[src/rtl/punc_mem_arbiter.sv]
// Single-port memory sequencer for PUnC: arbitrates fetch, data and debug ports,
// issues one access at a time and returns registered read data to the winner.
module punc_mem_arbiter #(
  parameter int ADDR_W = 16,
  parameter int DATA_W = 16,
  parameter int RD_LAT = 1
) (
  input  logic                  clk,
  input  logic                  rst,
  input  logic [2:0]            req,
  input  logic [2:0]            we,
  input  logic [3*ADDR_W-1:0]   addr,
  input  logic [3*DATA_W-1:0]   wdata,
  output logic [2:0]            gnt,
  output logic [2:0]            rvalid,
  output logic [DATA_W-1:0]     rdata,
  output logic                  busy,
  output logic                  mem_en,
  output logic                  mem_we,
  output logic [ADDR_W-1:0]     mem_addr,
  output logic [DATA_W-1:0]     mem_wdata,
  input  logic [DATA_W-1:0]     mem_rdata
);

  typedef enum logic [1:0] {IDLE, ISSUE, WAIT} state_t;

  localparam logic [2:0] LAT = 3'(RD_LAT);

  state_t              state, state_nxt;
  logic [2:0]          sel, sel_nxt;
  logic                last, last_nxt;
  logic [2:0]          cnt, cnt_nxt;
  logic [2:0]          win;
  logic [2:0]          gnt_nxt, rvalid_nxt;
  logic [DATA_W-1:0]   rdata_nxt;
  logic                busy_nxt, mem_en_nxt, mem_we_nxt;
  logic [ADDR_W-1:0]   mem_addr_nxt;
  logic [DATA_W-1:0]   mem_wdata_nxt;

  // Debug always wins; on a fetch/data tie, the port not granted last goes.
  function automatic logic [2:0] pick(input logic [2:0] r, input logic lst);
    if (r[2])         return 3'b100;
    if (r[0] && r[1]) return lst ? 3'b001 : 3'b010;
    if (r[0])         return 3'b001;
    if (r[1])         return 3'b010;
    return 3'b000;
  endfunction

  assign win = pick(req, last);

  always_comb begin
    state_nxt     = state;
    sel_nxt       = sel;
    last_nxt      = last;
    cnt_nxt       = cnt;
    gnt_nxt       = 3'b000;
    rvalid_nxt    = 3'b000;
    rdata_nxt     = rdata;
    mem_en_nxt    = 1'b0;
    mem_we_nxt    = 1'b0;
    mem_addr_nxt  = mem_addr;
    mem_wdata_nxt = mem_wdata;
    case (state)
      IDLE: begin
        if (|req) begin
          state_nxt  = ISSUE;
          sel_nxt    = win;
          gnt_nxt    = win;
          mem_en_nxt = 1'b1;
          mem_we_nxt = |(we & win);
          for (int i = 0; i < 3; i++) begin
            if (win[i]) begin
              mem_addr_nxt  = addr[i*ADDR_W +: ADDR_W];
              mem_wdata_nxt = wdata[i*DATA_W +: DATA_W];
            end
          end
          if (!win[2]) last_nxt = win[1];
        end
      end
      // mem_we still holds the latched write flag during ISSUE
      ISSUE: begin
        if (mem_we) begin
          state_nxt = IDLE;
        end else begin
          state_nxt = WAIT;
          cnt_nxt   = LAT;
        end
      end
      WAIT: begin
        cnt_nxt = cnt - 3'd1;
        if (cnt == 3'd1) begin
          rdata_nxt  = mem_rdata;
          rvalid_nxt = sel;
          state_nxt  = IDLE;
        end
      end
      default: state_nxt = IDLE;
    endcase
    busy_nxt = (state_nxt != IDLE);
  end

  always_ff @(posedge clk or posedge rst) begin
    if (rst) begin
      state     <= IDLE;
      sel       <= 3'b000;
      last      <= 1'b1;
      cnt       <= 3'd0;
      gnt       <= 3'b000;
      rvalid    <= 3'b000;
      rdata     <= '0;
      busy      <= 1'b0;
      mem_en    <= 1'b0;
      mem_we    <= 1'b0;
      mem_addr  <= '0;
      mem_wdata <= '0;
    end else begin
      state     <= state_nxt;
      sel       <= sel_nxt;
      last      <= last_nxt;
      cnt       <= cnt_nxt;
      gnt       <= gnt_nxt;
      rvalid    <= rvalid_nxt;
      rdata     <= rdata_nxt;
      busy      <= busy_nxt;
      mem_en    <= mem_en_nxt;
      mem_we    <= mem_we_nxt;
      mem_addr  <= mem_addr_nxt;
      mem_wdata <= mem_wdata_nxt;
    end
  end

endmodule

[config.mk]
export PLATFORM = sky130hd
export DESIGN_NAME = punc_mem_arbiter
export DESIGN_NICKNAME = d
export VERILOG_FILES = /design/src/rtl/punc_mem_arbiter.sv
export SDC_FILE = /design/constraint.sdc
export NUM_CORES = 1
export LEC_CHECK = 0
export CAP_MARGIN = 20
export CORE_MARGIN = 1.5
export CORE_UTILIZATION = 35
export CTS_CLUSTER_DIAMETER = 60
export DETAILED_ROUTE_END_ITERATION = 7
export GPL_TIMING_DRIVEN = 0
export PLACE_DENSITY = 0.73
export SLEW_MARGIN = 20
export SYNTH_ARGS = -nofsm -noshare
export SYNTH_HDL_FRONTEND = slang
export SYNTH_SLANG_ARGS = --single-unit
[constraint.sdc]
create_clock -name clk -period 6.3 [get_ports clk]
set_clock_uncertainty 0.05 [all_clocks]
set_input_delay 1.89 -clock clk [delete_from_list [all_inputs] [get_ports clk]]
set_output_delay 1.89 -clock clk [all_outputs]
set_load 0.03 [all_outputs]
==> results.tsv <==
stage	metric	value	unit
place	gp_congestion	0.754	
place	dpl_worst_slack	2.34	ns
yosys	seq_area_frac_synth	50.2	%
global_routing	track_usage	19.4	%
yosys	synth_area	3290	µm²
timing	hold_ws	0.421	ns
clock_network	cts_made_buffers	9	
die	placementRows	35	
global_routing	grt_pass1_wl	15200	µm
critical_path	path_max_fanout	10	
power	p_leak	0.00235	µW
outcome	outcome	complete, no violations	
clock_network	cts_setup_buffers	0	
clock_network	clockBufferDepth	2	
die	core	9200	µm²
yosys	postSynthAreaPerCell	11.7	µm²
timing	tightest_slew	0.727	ns
place	numPortBuffers	176	
cells_and_area	syn_to_final_growth	65.1	%
routing	drt-total-wl	9590	µm
worst_hold_path	hold_class	register to register	
timing	finalSetupTns	0	ns
clock_network	ctsRootBufferMaster	clkbuf_8	
clock_network	htree_levels	3	
power	power_density	460	nW/µm²
cells_and_area	antennaDiodeCount	0	
clock_network	clkLatencyLatePin	0.33	ns
global_routing	overflow	0	
routing	postRouteAntennaNets	0	
cells_and_area	seqCellArea	1650	µm²
clock_network	clkTransAtPathRegs	0.08	ns
global_routing	grt.met3_usage	5.36	%
timing	maxSlewHeadroom	51.4	%
timing	max_freq	276	MHz
yosys	synthesis.nets	404	
cells_and_area	drive_gt1_share	16.4	%
routing	drt_iter0_drc	49	
yosys	yosysUniqueCellTypes	31	
timing	drv_slew	0	
die	dieArea	10000	µm²
yosys	yosys_register_bits	66	
clock_network	cts_tree	built	
global_routing	antenna_found_initial	0	
global_routing	use_met1	23.0	%
cells_and_area	num-nets-final	592	
timing	setup_ws	2.67	ns
die	start_util	35.8	%
timing	fin_crit_sh	57.5	%
worst_hold_path	min_path_cells	1	
die	die_w	100	µm
clock_network	cts_resized	0	
power	ir_drop	0.000161	V
cells_and_area	multi_input_area	1480	µm²
timing	rsz0062_at_grt	no	
critical_path	crit_path_start_kind	input port	
global_routing	grt_max_degree	48	
global_routing	grt_pass1_vias	3105	
die	ios	177	
die	die_h	100	µm
global_routing	grt_use_met2	34.1	%
yosys	postSynth.asyncResetShare	100	%
clock_network	holdBufCountCts	0	
routing	dr.pass1.iters	4	
place	post-place-cells	570	
cells_and_area	final_cells	586	
yosys	synth-edff-count	0	
critical_path	worstPathArrival	3.78	ns
global_routing	busiest_layer	met2	
routing	drcViolationCount	0	
routing	route.detailed.vias_per_inst	5.19	
critical_path	cp-end-kind	register	
critical_path	cp.required	6.45	ns
timing	fin_crit	3.63	ns
yosys	syn_inst	282	
critical_path	worstSetupPathType	input port to register	
timing	setup_violations	0	
routing	vias	3041	
routing	wl_per_cell	16.4	µm
cells_and_area	nFillCells	819	
yosys	yosysWarnings	0	
critical_path	ff2ff_path_depth	5	
timing	hold_viol	0	
place	hpwl	7130	µm
yosys	ys.flop_type	dfrtp_1	
run	drv_cap	0	
clock_network	clock_sink_count	66	
cells_and_area	fin_util	59.1	%
[logic make-up after synthesis]
logic type	Yosys count	share of synthesized area [%]
simple gates	55	9.24
buf+inv	31	4.71
fa+ha+maj	2	0.760
flops	66	50.2
compound gates	80	19.9
mux	48	15.2
[power by group]
group          internal, µW  total (µW)  switching [µW]
combinational           620        1400             777
sequential              624         720            96.2
clock                   207         380             174
total                  1450        2500            1050
[critical path, cell delays in order]
cell             delay (ns)
clkdlybuf4s50_1        0.57
a21bo_2                0.16
clkbuf_1               0.31
buf_2                  0.40
mux2i_1                0.34
o211ai_2               0.10
[metrics by stage]
step / cell area, µm² / total power [µW]
3_5_place_dp: 5220 / 2130
5_1_grt: 5430 / 2650
6_report: 5430 / 2500
2_1_floorplan: 3290 / 1570
4_1_cts: 5430 / 2520
3_3_place_gp: 5190 / 2100
[routing by layer]
metal	vias to the layer above	wire (µm)
li1	1413	-
met1	1490	3840
met2	123	4910
met3	15	626
met4	0	213
met5	-	0
[state kept, by name, indices dropped and copies added, names as in the netlist]
signal,cells
mem_addr,16
mem_wdata,16
rdata,16
cnt,3
gnt,3
rvalid,3
sel,3
state,2
busy,1
last,1
mem_en,1
mem_we,1
[cell usage after synthesis (4+ instances only)]
| cell type | n | area (µm²) |
|---|---|---|
| buf_6 | 4 | 45.0 |
| o211ai_2 | 30 | 375 |
| and2_1 | 4 | 25.0 |
| o21ai_0 | 35 | 175 |
| a21oi_1 | 4 | 20.0 |
| nand3_1 | 32 | 160 |
| mux2_2 | 16 | 180 |
| inv_1 | 6 | 22.5 |
| dfrtp_1 | 65 | 1630 |
| buf_2 | 7 | 35.0 |
| a21o_1 | 4 | 30.0 |
| mux2i_1 | 32 | 320 |
| nand2b_1 | 5 | 31.3 |
| clkbuf_1 | 14 | 52.6 |
[worst paths after layout]
| path | end | startpoint | slack [ns] |
|---|---|---|---|
| max in group asynchronous | last | rst | 3.82 |
| worst min register to register | sel[0] | sel[0] | 0.42 |
| min in group asynchronous | mem_addr[6] | rst | 1.81 |
| worst max-delay path | mem_wdata[13] | req[0] | 2.67 |
| worst min-delay path | sel[0] | sel[0] | 0.42 |
| worst max register to register | mem_wdata[13] | last | 4.28 |
[layout by cell type, fill, tap and decap left out, types with 3 or more instances in the layout]
cell type and instances:
a21o_1 4, a21oi_1 4, and2_1 4, buf_2 7, buf_6 4, clkbuf_1 14, clkbuf_8 11, clkdlybuf4s50_1 176
dfrtp_1 65, inv_1 5, mux2_2 16, mux2i_1 32, nand2b_1 5, nand3_1 32, nor3_1 3, o211ai_2 30
o21ai_0 35
[cell type report]
type	instances	share of cell area, %
Timing Repair Buffer	177	32.9
Sequential cell	66	30.4
Multi-Input combinational cell	185	27.3
Clock buffer	11	2.79
Tap cell	111	2.56
Buffer	25	2.44
Clock inverter	5	1.11
Inverter	6	0.461
(Power assumes the default switching activity.)
==> patch 1 (config.mk and constraints unchanged) <==
Encoding of `state_t`: now one-hot (3 bits for 3 states).
--- a/src/rtl/punc_mem_arbiter.sv
+++ b/src/rtl/punc_mem_arbiter.sv
@@ -22,7 +22,7 @@
   input  logic [DATA_W-1:0]     mem_rdata
 );
 
-  typedef enum logic [1:0] {IDLE, ISSUE, WAIT} state_t;
+  typedef enum logic [2:0] {IDLE = 3'b001, ISSUE = 3'b010, WAIT = 3'b100} state_t;
 
   localparam logic [2:0] LAT = 3'(RD_LAT);
 
Check against the original RTL: same outputs for any inputs over 10 cycles, from zero or initial values and one cycle with rst high; not proved beyond that.
==> patch 1 against the unedited design <==
  * Total power rose by 0.40%
  * Synthesized cell count rose by 4.3%
  * Routed wire length rose by 0.34%
  * Sequential cell count rose by 1
  * Register-to-register slack got worse by 70 ps
  * Combinational power fell by 4%
  * Design area fell by 0.32%
  * Area after synthesis fell by 1.1%
  * Setup slack got worse by 32 ps
  * Worst hold slack improved by 6.7 ps
  * Die area fell by 1.1%
  * Critical path type unchanged
==> patch 1: results (changes against the unedited design) <==
vias in the first global route 3,156 (+1.6%); register area share after synthesis 0.516 (+0.0139); hold_ws 428 ps (+6.68 ps); final net count 603 (+1.9%); share of layout cells above drive strength 1 0.109 (-0.0552); diode count 0 (unchanged); most frequent cell after synthesis dfrtp_1; Post-synth ARST share 1.00 (unchanged); Slew HR 0.500 (-0.0136); IR drop worst, VDD 0.000185 V (+15%); placed cell areas 5170 um^2 (-0.91%); TritonCTS Buffers 9 (unchanged); period utilization 0.580 (+0.00502); most instantiated cells after synthesis 65 x dfrtp_1, 35 x o21ai_0, 31 x nand3_1; Post-CTS Resized 0 (unchanged); CP endpoint kind register; first-pass GRT wire length 15,400 um (+0.86%); routed length per placed instance 16.1 um (-1.5%); top cells by area, synth dfrtp_1 50%, mux2i_1 9.2%, o211ai_1 6.9%; DRT iter0 DRCs 99 (+100%); vias 3,089 (+1.6%); Total Routing Usage GR 0.199 (+0.00487); crit path DAT 3830 ps (+50 ps); Worst-Skew Late Latency 340 ps; port buffer count 175 (-0.57%); Slowest cell on crit path clkdlybuf4s50_1; pre-CTS WS 2290 ps (-53.4 ps); YS warnings 0 (unchanged); initial antenna violation count 0 (unchanged); Cell variety after synth 45 (+45%); Largest delay share family, worst path buffers and inverters; CTS Root Cell clkbuf_8; First-pass DRT Iterations 4 (unchanged); post-DP HPWL 7180 um (+0.59%); setup slack, reg-to-reg 4210 ps (-70 ps); largest stage delay on the critical path 610 ps (+40 ps); CP max FO 10 (unchanged); syn_nets 416 (+3.0%); Leakage 0.00225 uW (-4.3%); status finished, final reports clean; biggest regs mem_addr x16, mem_wdata x16, rdata x16; min-delay worst type register to register; setup TNS 0 ps (unchanged); RD Place Congestion 0.732 (-3.0%); post-CTS setup buffer count 0 (unchanged)
==> patch 1: per-stage QoR <==
step,std cells,total power [uW]
final,597,2510
after global routing,597,2660
after floorplan,294,1520
after detailed placement,581,2080
after CTS,597,2530
after global placement,580,2060
==> patch 1: per-layer routing <==
metal / part of all wire / GRT usage / up-vias
met1: 0.40 / 0.237 / 1497
met5: 0 / 0 / -
met2: 0.51 / 0.346 / 114
li1: - / - / 1466
met3: 0.077 / 0.0555 / 12
met4: 0.012 / 0.0672 / 0
==> patch 1: path summary, 6_finish.rpt <==
kind / cells after the start / start / end
max in group asynchronous: 3 / rst / state[0]
min: 1 / sel[1] / sel[1]
min in group asynchronous: 2 / rst / mem_wdata[3]
max: 6 / req[0] / mem_wdata[6]
max reg2reg: 5 / state[1] / rdata[0]
min reg2reg: 1 / sel[1] / sel[1]
==> patch 1: kinds of logic (layout without fill, tap and decap cells) <==
kind of cell,after synthesis,count (layout),synth area share
buffers and inverters,30,222,0.0465
AND/OR/NAND/NOR,63,63,0.115
flip-flops,67,67,0.516
adder cells (fa/ha/maj),2,2,0.00769
AO/OA/AOI/OAI,86,86,0.167
multiplexers,46,46,0.148
==> patch 1: final cells by class <==
class | instances | area [um^2]
fill | 797 | 3690
timing repair buffer | 176 | 1780
sequential | 67 | 1680
multi-input combinational | 197 | 1420
tap | 111 | 139
buffer | 25 | 133
clock buffer | 10 | 128
clock inverter | 6 | 114
inverter | 5 | 21.3
==> patch 1: power by group <==
group	leakage, uW	internal (uW)	switching, uW
sequential	0.000821	630	98.3
clock	0.000113	264	173
combinational	0.00132	596	746
total	0.00225	1490	1020
==> patch 2 (config.mk and constraints unchanged) <==
Without the edit above. The parameter `ADDR_W` goes from 16 to 15.
--- a/src/rtl/punc_mem_arbiter.sv
+++ b/src/rtl/punc_mem_arbiter.sv
@@ -1,7 +1,7 @@
 // Single-port memory sequencer for PUnC: arbitrates fetch, data and debug ports,
 // issues one access at a time and returns registered read data to the winner.
 module punc_mem_arbiter #(
-  parameter int ADDR_W = 16,
+  parameter int ADDR_W = 15,
   parameter int DATA_W = 16,
   parameter int RD_LAT = 1
 ) (
Interface: changed (resized addr and mem_addr); port bits go from 177 to 173. No check against the original RTL was run, so the function may have changed too.
==> patch 2 against the unedited design <==
  * Combinational power down 3%
  * Setup slack better by 210 ps
  * Count of clock-buffer cells in the layout grew 1
  * Sequential cell count down 1
  * Global-route usage rose by 0.14 points
  * Total power fell by 2.2%
  * Routed wire length down 3.5%
  * Area after synthesis decreased by 1.6%
  * Critical path type unchanged
  * Register-to-register slack better by 100 ps
  * Design area shrank 2.0%
==> patch 2: results (changes against the unedited design) <==
CP max FO 10 (unchanged); Leakage 0.00231 uW (-1.9%); met2 routed WL 4750 um (-3.3%); Total Routing Usage GR 0.195 (+0.00144); top cells by area, synth dfrtp_1 49%, o211ai_2 12%, mux2i_1 9.6%; M1 GR Usage 0.236 (+0.00539); pre-CTS WS 2480 ps (+140 ps); R2R Path Start cnt[1]; share of layout cells above drive strength 1 0.168 (+0.00353); status finished, final reports clean; Post-synth ARST share 1.00 (unchanged); placed cell areas 5120 um^2 (-2.0%); most instantiated cells after synthesis 64 x dfrtp_1, 34 x o21ai_0, 31 x mux2i_1, 31 x nand3_1, 30 x o211ai_2; Slew @ Worst Pin 594 ps (-133 ps); register area share after synthesis 0.503 (+0.000614); routed length per placed instance 16.2 um (-1.3%); TritonCTS Buffers 9 (unchanged); post-DP HPWL 6910 um (-3.1%); first-pass GRT wire length 15,200 um (-0.36%); IR drop worst, VDD 0.000230 V (+43%); First-pass DRT Iterations 4 (unchanged); initial antenna violation count 0 (unchanged); H-tree depth 3 (unchanged); vias in the first global route 3,133 (+0.90%); YS warnings 0 (unchanged); vias 2,910 (-4.3%); met3 Track Usage GR 0.0485 (-0.00513); final net count 579 (-2.2%); M1 WL 3750 um (-2.4%); syn_nets 395 (-2.2%); DRT iter0 DRCs 106 (+120%); met3 WL 617 um (-1.4%); crit path DAT 3630 ps (-150 ps); met2 usage 0.343 (+0.00205); largest net degree at the start of global routing 43 (-10%); port buffer count 172 (-2.3%); RD Place Congestion 0.797 (+5.6%); biggest regs mem_wdata x16, rdata x16, mem_addr x15
-- patch 2: cell count changes after synthesis, sizes merged --
cell / unedited run / this run
mux2i: 32 / 31
dfrtp: 65 / 64
o211ai: 32 / 31
clkbuf: 14 / 13
o21ai: 35 / 34
nand3: 32 / 31
-- patch 2: cells by family after synthesis --
| logic type | after synthesis | share of synthesized area |
|---|---|---|
| AO/OA/AOI/OAI | 78 | 0.198 |
| flip-flops | 65 | 0.503 |
| AND/OR/NAND/NOR | 54 | 0.0931 |
| multiplexers | 47 | 0.151 |
| buffers and inverters | 30 | 0.0468 |
| adder cells (fa/ha/maj) | 2 | 0.00773 |
-- patch 2: cell type report --
cell class	instances	area [um^2]
tap	108	135
inverter	6	25.0
clock buffer	12	155
timing repair buffer	173	1740
multi-input combinational	181	1460
sequential	65	1630
fill	768	3520
buffer	24	129
clock inverter	4	51.3
-- patch 2: worst paths after layout --
check                               end  cells after the start  slack, ps
max reg2reg                    rdata[1]                      7       4380
max in group asynchronous          last                      3       3810
min                              sel[0]                      1        420
max                        mem_addr[13]                      5       2880
min in group asynchronous  mem_wdata[1]                      2       1810
min reg2reg                      sel[0]                      1        420
-- patch 2: metrics by stage --
stage | total power [uW] | instances
after global routing | 2590 | 573
final | 2440 | 573
after CTS | 2470 | 573
after global placement | 2070 | 556
after detailed placement | 2100 | 557
after floorplan | 1550 | 276
-- patch 2: where the power goes --
part	internal (uW)	leakage (uW)	total, uW	switching (uW)
registers	615	0.000800	713	97.6
logic	611	0.00140	1360	753
clock network	205	0.000103	367	162
-- patch 2: critical path, stage by stage --
cell and delay [ps]:
clkdlybuf4s50_1 500, nor3_1 540, clkbuf_1 420, o21ai_0 190, o211ai_2 90
